<file path="src/rtl/r2r_dac_player.sv">
// R2R ladder sample player: FIFO-buffered codes emitted one per CLK_DIV-cycle tick.
// Latency: tick cycle T -> new code + strobe in T+1; in_ready drops when the FIFO is full.

module r2r_sync_fifo #(
    parameter int WIDTH = 8,
    parameter int DEPTH = 16
) (
    input  logic                     clk,
    input  logic                     reset,
    input  logic                     push,
    input  logic [WIDTH-1:0]         push_data,
    input  logic                     pop,
    output logic [WIDTH-1:0]         head,
    output logic                     full,
    output logic                     empty,
    output logic [$clog2(DEPTH):0]   level
);
    localparam int AW = $clog2(DEPTH);

    logic [AW:0]      wptr;
    logic [AW:0]      rptr;
    logic [WIDTH-1:0] mem [DEPTH];
    logic             do_push;
    logic             do_pop;

    // Extra pointer MSB distinguishes full from empty when the index bits match.
    assign full    = (wptr[AW] != rptr[AW]) && (wptr[AW-1:0] == rptr[AW-1:0]);
    assign empty   = (wptr == rptr);
    assign do_push = push && !full;
    assign do_pop  = pop && !empty;
    assign head    = mem[rptr[AW-1:0]];
    assign level   = wptr - rptr;

    always_ff @(posedge clk) begin
        if (reset) begin
            wptr <= '0;
            rptr <= '0;
        end else begin
            if (do_push) begin
                wptr <= wptr + (AW+1)'(1);
            end
            if (do_pop) begin
                rptr <= rptr + (AW+1)'(1);
            end
        end
    end

    always_ff @(posedge clk) begin
        if (do_push) begin
            mem[wptr[AW-1:0]] <= push_data;
        end
    end
endmodule

module r2r_dac_player #(
    parameter int               WIDTH     = 8,
    parameter int               DEPTH     = 16,
    parameter int               CLK_DIV   = 100_000,
    parameter logic [WIDTH-1:0] IDLE_CODE = 8'h80
) (
    input  logic                   clk,
    input  logic                   reset,
    input  logic                   enable,
    input  logic [WIDTH-1:0]       in_data,
    input  logic                   in_valid,
    output logic                   in_ready,
    input  logic                   clear_underrun,
    output logic [WIDTH-1:0]       R2R_output,
    output logic                   sample_strobe,
    output logic                   underrun,
    output logic [$clog2(DEPTH):0] level
);
    localparam int              CW    = $clog2(CLK_DIV);
    localparam int              LW    = $clog2(DEPTH) + 1;
    localparam logic [CW-1:0]   LAST  = CW'(CLK_DIV - 1);

    logic [CW-1:0]    tick_cnt;
    logic             tick;
    logic             pop;
    logic             push;
    logic             fifo_full;
    logic             fifo_empty;
    logic [WIDTH-1:0] fifo_head;

    assign tick     = enable && (tick_cnt == LAST);
    assign pop      = tick && !fifo_empty;
    assign in_ready = !reset && !fifo_full;
    assign push     = in_valid && in_ready;

    // Dropping enable discards the partial period so a re-enable always waits a full CLK_DIV.
    always_ff @(posedge clk) begin
        if (reset || !enable) begin
            tick_cnt <= '0;
        end else if (tick_cnt == LAST) begin
            tick_cnt <= '0;
        end else begin
            tick_cnt <= tick_cnt + CW'(1);
        end
    end

    r2r_sync_fifo #(
        .WIDTH (WIDTH),
        .DEPTH (DEPTH)
    ) u_fifo (
        .clk       (clk),
        .reset     (reset),
        .push      (push),
        .push_data (in_data),
        .pop       (pop),
        .head      (fifo_head),
        .full      (fifo_full),
        .empty     (fifo_empty),
        .level     (level)
    );

    always_ff @(posedge clk) begin
        if (reset) begin
            R2R_output    <= IDLE_CODE;
            sample_strobe <= 1'b0;
        end else begin
            sample_strobe <= pop;
            if (pop) begin
                R2R_output <= fifo_head;
            end
        end
    end

    // A fresh underrun outranks a coincident clear so the event is never lost.
    always_ff @(posedge clk) begin
        if (reset) begin
            underrun <= 1'b0;
        end else if (tick && fifo_empty) begin
            underrun <= 1'b1;
        end else if (clear_underrun) begin
            underrun <= 1'b0;
        end
    end

    a_level_bound: assert property (@(posedge clk) disable iff (reset)
        level <= LW'(DEPTH));
    a_strobe_after_tick: assert property (@(posedge clk) disable iff (reset)
        sample_strobe |-> $past(tick));
    a_output_moves_on_strobe: assert property (@(posedge clk) disable iff (reset)
        !$stable(R2R_output) |-> (sample_strobe || $past(reset)));
endmodule

</file>
<file path="config.mk">
export PLATFORM = sky130hd
export DESIGN_NAME = r2r_dac_player
export DESIGN_NICKNAME = d
export VERILOG_FILES = /design/src/rtl/r2r_dac_player.sv
export SDC_FILE = /design/constraint.sdc
export NUM_CORES = 1
export LEC_CHECK = 0
export ABC_AREA = 1
export CORE_ASPECT_RATIO = 0.6
export CORE_UTILIZATION = 40
export DETAILED_ROUTE_END_ITERATION = 6
export GPL_TIMING_DRIVEN = 0
export SYNTH_ARGS = -nofsm -noshare
export SYNTH_HDL_FRONTEND = slang
export SYNTH_SLANG_ARGS = --single-unit
</file>
<file path="constraint.sdc">
create_clock -name clk -period 2.3 [get_ports clk]
set_input_delay 0.345 -clock clk [delete_from_list [all_inputs] [get_ports clk]]
set_output_delay 0.345 -clock clk [all_outputs]
set_load 0.05 [all_outputs]
</file>
==> results.txt, run 1 <==
----------------------------------------------------
[Status]
  Result of the run ... complete, no violations

[Clock network]
  Worst skew pair latency ... 0.43 ns
  Hold-fix buffer count after cts ... 0
  TritonCTS clock tree ... built
  CTS clock-pin slew for the worst setup and hold paths ... 0.07 ns
  H-Tree Level Count ... 4
  Cell at the root of the clock tree ... sky130_fd_sc_hd__clkbuf_16
  Num CTS Buffers ... 17
  Clock tree sinks ... 165
  Maximum buffer depth of the clock tree ... 2

[Place]
  Final GP Congestion ... 0.879
  Number of port buffers ... 26
  Detail Placement HPWL ... 13600 um
  Instance area at placement ... 7840 um^2
  Number of cells in the design after placement ... 1011

[Layout]
  Share of layout cells above drive strength 1 ... 15.5%
  Number of non-filler instances in the completed layout ... 1054
  Most common cell after layout, fill and taps aside ... sky130_fd_sc_hd__nand2_1
  Antenna fix cells ... 0
  Cell area after layout ... 8780 um^2
  Net count of the finished layout ... 831
  Fillers ... 1528
  Most used cells in the layout excluding fill and tap cells ... 184 x sky130_fd_sc_hd__nand2_1, 128 x sky130_fd_sc_hd__edfxtp_1, 114 x sky130_fd_sc_hd__nor2_1, 41 x sky130_fd_sc_hd__inv_1, 37 x sky130_fd_sc_hd__nand3_1
  Layout overhead on the synthesized area ... 20.7%
  Utilization of the core after routing ... 50.3%

[Worst hold path]
  Count of cells along the worst hold path ... 3
  Worst min-delay path endpoint ... u_fifo.rptr[3]$_SDFFE_PP0P_
  Startpoint of the most critical hold path ... enable
  Worst hold path class ... in2reg

[Floorplan]
  Cell row count ... 37
  Effective utilization at floorplan ... 41.7%
  Number of primary I/O pins ... 29
  Placeable core region ... 17500 um^2
  Die span in y ... 106 um
  Die outline area ... 18700 um^2
  Die Span X ... 176 um

[Detailed routing]
  Router iterations before antenna repair ... 5
  Routed Antenna Nets ... 0
  WL/cell ... 18.0 um
  Vias per cell ... 5.18
  Total wire length ... 19000 um
  Number of vias after detailed routing ... 5464
  Drt initial violations ... 768
  DRC viols ... 0

[Synthesis]
  Number of flip-flops and latches in the synthesized netlist ... 165
  Post-synthesis instance area ... 7270 um^2
  Mean area per synthesized cell ... 9.68 um^2
  Share of flip-flops with an asynchronous set or reset after synthesis ... 0%
  Count of flip-flops with a built-in enable after synthesis ... 128
  Mapped Cells ... 751
  Most used flip-flop cell after synthesis ... sky130_fd_sc_hd__edfxtp_1
  Net count of the mapped netlist ... 775
  Sequential cell area fraction in the yosys report ... 63.1%
  Cell variety after synth ... 33
  Yosys Warn Count ... 0

[STA]
  Final Critical Period ... 2.23 ns
  Clock skew after layout ... 0.0130 ns
  Relative slew slack ... 40.1%
  Final setup violation count ... 0
  RSZ-0062 raised after global routing ... true
  Max-slew violation total from the final report ... 0
  Final cycle utilization of the critical path ... 96.9%
  Final TNS setup ... 0 ns
  Highest clock rate ... 0.449 GHz
  Hold violation count in the final report ... 0
  Least-Margin Pin Slew ... 0.896 ns

[Critical path]
  Delay-heaviest family, CP ... adder cells
  Critical path depth in cells ... 8
  Register-to-register path setup slack ... 0.11 ns
  Critical path endpoint category ... output pin
  Worst r2r dst ... u_fifo.mem[0][4]$_DFFE_PP_
  Max stage delay on crit path ... 0.40 ns
  Launching element type of the critical path ... flop
  CP arrival ... 1.88 ns
  Cell with the biggest individual delay on the critical path ... sky130_fd_sc_hd__fa_2
  Buffers & Inverters on Critical Path ... 3
  Length in cells of the worst reg-to-reg path ... 9
  Crit path cell chain ... inv_4, ha_4, inv_2, fa_2, nand3_2, nand2_2, xor2_2, buf_6
  Type of the worst setup path ... reg2out
  Start of the worst register-to-register path ... u_fifo.rptr[1]$_SDFFE_PP0P_
  Worst endpoint required time ... 1.96 ns
  Crit path max fanout ... 4

[Global route]
  Antenna violations before repair ... 0
  Number of global-route vias before repair ... 4928
  Maximum number of pins on one net before global-route repair ... 20
  Global-route wire length before repair ... 28800 um
  Global-route total usage across every layer ... 21.1%
  GR Overflow Total ... 0

[Power and ir drop]
  Highest ir drop seen on vdd ... 0.000474 V
  PD cells ... 701 nW/um^2
  LEAKAGE ... 3.21 nW

[Flow run]
  Maximum capacitance violations ... 0

----------------------------------------------------
-- Yosys cell counts, types with 2 or more instances --
library cell	n	share of area, %
sky130_fd_sc_hd__ha_1	10	1.7
sky130_fd_sc_hd__nand3_1	39	2.7
sky130_fd_sc_hd__xnor2_1	2	0.24
sky130_fd_sc_hd__dfxtp_1	37	10
sky130_fd_sc_hd__nor2_2	6	0.52
sky130_fd_sc_hd__nand2_1	188	9.7
sky130_fd_sc_hd__nor3_1	6	0.41
sky130_fd_sc_hd__o21ai_0	36	2.5
sky130_fd_sc_hd__a21oi_1	18	1.2
sky130_fd_sc_hd__inv_2	7	0.36
sky130_fd_sc_hd__nand4_1	10	0.86
sky130_fd_sc_hd__clkinv_1	2	0.10
sky130_fd_sc_hd__edfxtp_1	128	53
sky130_fd_sc_hd__inv_1	44	2.3
sky130_fd_sc_hd__buf_4	3	0.31
sky130_fd_sc_hd__buf_2	13	0.89
sky130_fd_sc_hd__xor2_1	10	1.2
sky130_fd_sc_hd__clkbuf_1	11	0.57
sky130_fd_sc_hd__nor3b_1	2	0.21
sky130_fd_sc_hd__o21ai_1	31	2.1
sky130_fd_sc_hd__nor2_1	130	6.7
sky130_fd_sc_hd__nand2_2	6	0.52
sky130_fd_sc_hd__nor2_4	2	0.31
-- metal layers --
layer	share of wire [%]	up-vias	global-route usage, %
met5	0	-	0
met4	0.62	0	5.09
met1	52	2631	35.7
li1	-	2614	-
met3	9.1	12	4.01
met2	38	207	26.3
-- worst max path at each step --
| stage | start | to | slack (ns) |
|---|---|---|---|
| 4_1_cts | u_fifo.rptr[3]$_SDFFE_PP0P_ | level[4] | -0.09 |
| 6_report | u_fifo.wptr[0]$_SDFFE_PP0P_ | level[4] | 0.07 |
| 5_1_grt | u_fifo.rptr[1]$_SDFFE_PP0P_ | u_fifo.mem[0][4]$_DFFE_PP_ | -0.03 |
| 2_1_floorplan | u_fifo.rptr[2]$_SDFFE_PP0P_ | level[3] | 0.06 |
| 3_3_place_gp | u_fifo.rptr[3]$_SDFFE_PP0P_ | u_fifo.mem[9][5]$_DFFE_PP_ | -0.61 |
| 3_5_place_dp | u_fifo.rptr[3]$_SDFFE_PP0P_ | u_fifo.mem[9][5]$_DFFE_PP_ | -0.70 |
-- logic make-up (layout without fill, tap and decap cells) --
| kind of cell | count (synthesis) | count (layout) | synth area share, % |
|---|---|---|---|
| AO/OA/AOI/OAI | 87 | 87 | 6.06 |
| XOR/XNOR | 12 | 12 | 1.45 |
| adder cells (fa/ha/maj) | 11 | 11 | 2.00 |
| buffers and inverters | 81 | 150 | 4.66 |
| flip-flops | 165 | 165 | 63.1 |
| AND/OR/NAND/NOR | 395 | 395 | 22.8 |
-- area by class of cell --
class,instances,area (um^2),area share [%]
multi-input cells,505,2540,29.0
well taps,234,293,3.34
plain buffers,26,131,1.50
repair buffers,39,433,4.93
clock inverters,15,140,1.60
flip-flops and latches,165,4600,52.4
inverters,53,213,2.42
clock buffers,17,425,4.85
-- state kept, by name, summed over array words and instances (netlist names) --
name           count
R2R_output         8
u_fifo.rptr        5
tick_cnt          17
u_fifo.wptr        5
sample_strobe      1
underrun           1
u_fifo.mem       128
-- metrics by stage --
stage | hold slack [ns] | total power [mW] | setup slack [ns]
2_1_floorplan | 0.417 | 3.38 | 0.0622
3_3_place_gp | 0.431 | 3.47 | -0.613
3_5_place_dp | 0.442 | 3.48 | -0.697
4_1_cts | 0.275 | 6.18 | -0.0902
5_1_grt | 0.297 | 6.33 | -0.0348
6_report | 0.282 | 6.15 | 0.0721
-- worst reg2reg max path, cell delays in order (launching register included) --
cell and delay, ns:
sky130_fd_sc_hd__dfxtp_2 0.41, sky130_fd_sc_hd__inv_4 0.13, sky130_fd_sc_hd__ha_1 0.34, sky130_fd_sc_hd__nand2_1 0.12, sky130_fd_sc_hd__nor2_4 0.06, sky130_fd_sc_hd__nand2_1 0.06
sky130_fd_sc_hd__nand3_1 0.08, sky130_fd_sc_hd__inv_1 0.18, sky130_fd_sc_hd__nand2_2 0.20, sky130_fd_sc_hd__nor2_4 0.30
-- power breakdown --
group          total [mW]  leakage (nW)  internal [mW]  switching, mW
combinational       0.196          1.48         0.0543          0.142
sequential           3.23          1.45           3.22        0.00863
clock                2.72         0.269           1.43           1.29
-- repair_timing --
action | 4_1_cts | 5_1_grt
pin swaps | 1 | 8
gates cloned | 0 | 0
setup endpoints to repair | 151 | 124
buffers inserted | 1 | 12
gates resized for setup | 69 | 21
(Power assumes the default switching activity.)
==> run 2: changes to the inputs <==
--- a/config.mk
+++ b/config.mk
@@ -10,6 +10,7 @@
 export CORE_UTILIZATION = 40
 export DETAILED_ROUTE_END_ITERATION = 6
 export GPL_TIMING_DRIVEN = 0
+export PLACE_DENSITY = 0.68
 export SYNTH_ARGS = -nofsm -noshare
 export SYNTH_HDL_FRONTEND = slang
 export SYNTH_SLANG_ARGS = --single-unit
==> results.txt, run 2 (synthesis results as in run 1) <==
----------------------------------------------------
[STA]
  RSZ-0062 raised after global routing ... true
  Hold violation count in the final report ... 0 (unchanged)
  Clock skew after layout ... 0.0157 ns (+0.00268 ns)
  Final cycle utilization of the critical path ... 101% (+4.5 points)
  Setup WS post-layout ... -0.0316 ns (-0.104 ns)
  Max-slew violation total from the final report ... 0 (unchanged)
  Final setup violation count ... 62 (+62)
  Least-Margin Pin Slew ... 0.765 ns (-0.131 ns)
  Post-route worst hold slack ... 0.278 ns (-0.00362 ns)
  Highest clock rate ... 0.429 GHz (-4.4%)
  Final Critical Period ... 2.33 ns (+0.104 ns)
  Relative slew slack ... 48.8% (+8.7 points)

[Place]
  Instance area at placement ... 7840 um^2 (unchanged)
  Number of port buffers ... 26 (unchanged)
  Number of cells in the design after placement ... 1011 (unchanged)
  Final GP Congestion ... 0.877 (-0.20%)
  Detail Placement HPWL ... 12700 um (-6.9%)

[Critical path]
  Worst endpoint required time ... 2.45 ns (+0.49 ns)
  Most frequent cell on the critical path ... sky130_fd_sc_hd__nand2_1
  Register-to-register path setup slack ... -0.03 ns (-0.14 ns)
  Cell with the biggest individual delay on the critical path ... sky130_fd_sc_hd__dfxtp_2
  Start of the worst register-to-register path ... u_fifo.rptr[1]$_SDFFE_PP0P_
  Critical path endpoint category ... flop
  Length in cells of the worst reg-to-reg path ... 10 (+1)
  Launching element type of the critical path ... flop
  Type of the worst setup path ... reg2reg
  Max stage delay on crit path ... 0.41 ns (about the same)
  Crit path cell chain ... inv_4, ha_1, nand2_1, nor2_2, nand2_1, nand3_1, inv_1, nand2_1, nor2_4, buf_12
  Worst r2r dst ... u_fifo.mem[8][2]$_DFFE_PP_
  CP arrival ... 2.48 ns (+0.60 ns)
  Crit path max fanout ... 19 (+15)

[Detailed routing]
  Routed length on met2 ... 7170 um (-0.91%)
  WL/cell ... 17.6 um (-2.6%)
  Met3 WL ... 2220 um (+27%)
  DRT met1 WL ... 9020 um (-9.1%)
  Total wire length ... 18600 um (-2.5%)
  Top metal layer carrying routed signals ... met4
  Router iterations before antenna repair ... 5 (unchanged)
  Number of vias after detailed routing ... 5360 (-1.9%)
  Routed Antenna Nets ... 0 (unchanged)
  Drt initial violations ... 765 (-0.39%)
  DRC viols ... 0 (unchanged)
  Vias per cell ... 5.08 (-2.0%)

[Power and ir drop]
  Share of total power consumed by net switching ... 20.9% (-2.5 points)
  PnR Total Power ... 6.61 mW (+7.5%)
  Highest ir drop seen on vdd ... 0.000566 V (+19%)
  Logic gate share of total power ... 2.9% (-0.3 points)
  PD cells ... 745 nW/um^2 (+6.3%)
  LEAKAGE ... 3.26 nW (+1.5%)
  Clock power frac ... 48.1% (+3.8 points)
  Power share of the sequential group ... 48.9% (-3.7 points)
  Internal power contribution ... 5.22 mW (+11%)
  Switching power summed over all nets ... 1.38 mW (-3.9%)

[Floorplan]
  Placeable core region ... 17500 um^2 (unchanged)
  Die outline area ... 18700 um^2 (unchanged)
  Cell row count ... 37 (unchanged)
  Number of primary I/O pins ... 29 (unchanged)
  Effective utilization at floorplan ... 41.7% (unchanged)
  Die span in y ... 106 um (unchanged)
  Die Span X ... 176 um (unchanged)

[Layout]
  Utilization of the core after routing ... 50.8% (+0.54 points)
  Cell area after layout ... 8870 um^2 (+1.1%)
  Number of non-filler instances in the completed layout ... 1055 (+0.095%)
  Antenna fix cells ... 0 (unchanged)
  Most used cells in the layout excluding fill and tap cells ... 186 x sky130_fd_sc_hd__nand2_1, 128 x sky130_fd_sc_hd__edfxtp_1, 114 x sky130_fd_sc_hd__nor2_1, 41 x sky130_fd_sc_hd__inv_1, 38 x sky130_fd_sc_hd__nand3_1
  Net count of the finished layout ... 832 (+0.12%)
  Most common cell after layout, fill and taps aside ... sky130_fd_sc_hd__nand2_1
  Layout overhead on the synthesized area ... 22.0%
  Share of layout cells above drive strength 1 ... 15.1% (-0.38 points)
  Number of flip-flops in the largest register ... 128 (unchanged)

[Global route]
  Number of global-route vias before repair ... 4840 (-1.8%)
  Antenna violations before repair ... 1 (+1)
  Maximum number of pins on one net before global-route repair ... 20 (unchanged)
  GR Overflow Total ... 0 (unchanged)
  Global-route wire length before repair ... 28200 um (-1.9%)
  Global-route total usage across every layer ... 20.9% (-0.19 points)

[Clock network]
  Hold-fix buffer count after cts ... 0 (unchanged)
  TritonCTS clock tree ... built
  H-Tree Level Count ... 4 (unchanged)
  Maximum buffer depth of the clock tree ... 2 (unchanged)
  CTS clock-pin slew for the worst setup and hold paths ... 0.07 ns (about the same)
  Num CTS Buffers ... 17 (unchanged)
  Worst skew pair latency ... 0.44 ns (about the same)
  Cell at the root of the clock tree ... sky130_fd_sc_hd__clkbuf_16
  Clock tree sinks ... 165 (unchanged)

[Worst hold path]
  Worst min-delay path endpoint ... u_fifo.rptr[3]$_SDFFE_PP0P_
  Startpoint of the most critical hold path ... enable
  Count of cells along the worst hold path ... 3 (unchanged)
  Worst hold path class ... in2reg

[Status]
  Result of the run ... finished with violations
  Violations in the final reports ... setup timing

[Flow run]
  Maximum capacitance violations ... 0 (unchanged)

----------------------------------------------------
==> run 2: cell types whose count changed in the layout (fill, tap and decap cells not counted), sizes merged <==
cell and change:
bufinv +5, buf +2, clkinv -2, inv -4
==> run 2: per-layer routing <==
layer | global-route usage (%) | vias to the layer above
li1 | - | 2612
met1 | 33.1 | 2492
met2 | 25.8 | 244
met3 | 7.47 | 12
met4 | 5.34 | 0
met5 | 0 | -
==> run 2: worst max-delay path: cells and delay by family, from the launching register on <==
kind	cells	cell delay, ns
flip-flops	1	0.41
buffers and inverters	3	0.42
AND/OR/NAND/NOR	6	0.85
adder cells (fa/ha/maj)	1	0.34
==> run 2: per-stage QoR <==
step	worst slack (ns)	TNS [ns]
global route	-0.149	-7.40
finish	-0.0316	-1.13
floorplan	0.0622	0
global placement	-0.565	-59.69
detailed placement	-0.574	-62.10
CTS	-0.0149	-0.0149
==> run 2: power by group through the flow <==
stage / logic, mW / clock network [mW] / registers, mW
after CTS: 0.179 / 3.20 / 3.23
final: 0.194 / 3.18 / 3.23
after detailed placement: 0.175 / 0 / 3.30
after global routing: 0.213 / 3.33 / 3.23
after global placement: 0.173 / 0 / 3.30
after floorplan: 0.0851 / 0 / 3.30
==> run 2: worst max path at each step <==
stage / startpoint / to / slack, ns / depth (start not counted)
2_1_floorplan: u_fifo.rptr[2]$_SDFFE_PP0P_ / level[3] / 0.06 / 5
3_5_place_dp: u_fifo.rptr[3]$_SDFFE_PP0P_ / u_fifo.mem[15][4]$_DFFE_PP_ / -0.57 / 9
5_1_grt: u_fifo.rptr[1]$_SDFFE_PP0P_ / u_fifo.mem[6][2]$_DFFE_PP_ / -0.15 / 9
6_report: u_fifo.rptr[1]$_SDFFE_PP0P_ / u_fifo.mem[8][2]$_DFFE_PP_ / -0.03 / 10
3_3_place_gp: u_fifo.rptr[3]$_SDFFE_PP0P_ / u_fifo.mem[15][4]$_DFFE_PP_ / -0.56 / 9
4_1_cts: u_fifo.wptr[0]$_SDFFE_PP0P_ / level[4] / -0.01 / 8
==> run 2: area by class of cell <==
cell class                 instances  area [um^2]
buffer                            26          131
clock buffer                      18          429
clock inverter                    14          224
fill                            1540         8580
inverter                          53          213
multi-input combinational        505         2520
sequential                       165         4590
tap                              234          293
timing repair buffer              40          465
==> run 2: timing repair <==
item	4_1_cts	5_1_grt
endpoints found under the setup margin	138	132
buffers inserted	1	13
endpoints found under the hold margin	0	0
pin swaps	0	12
gates resized for setup	68	17
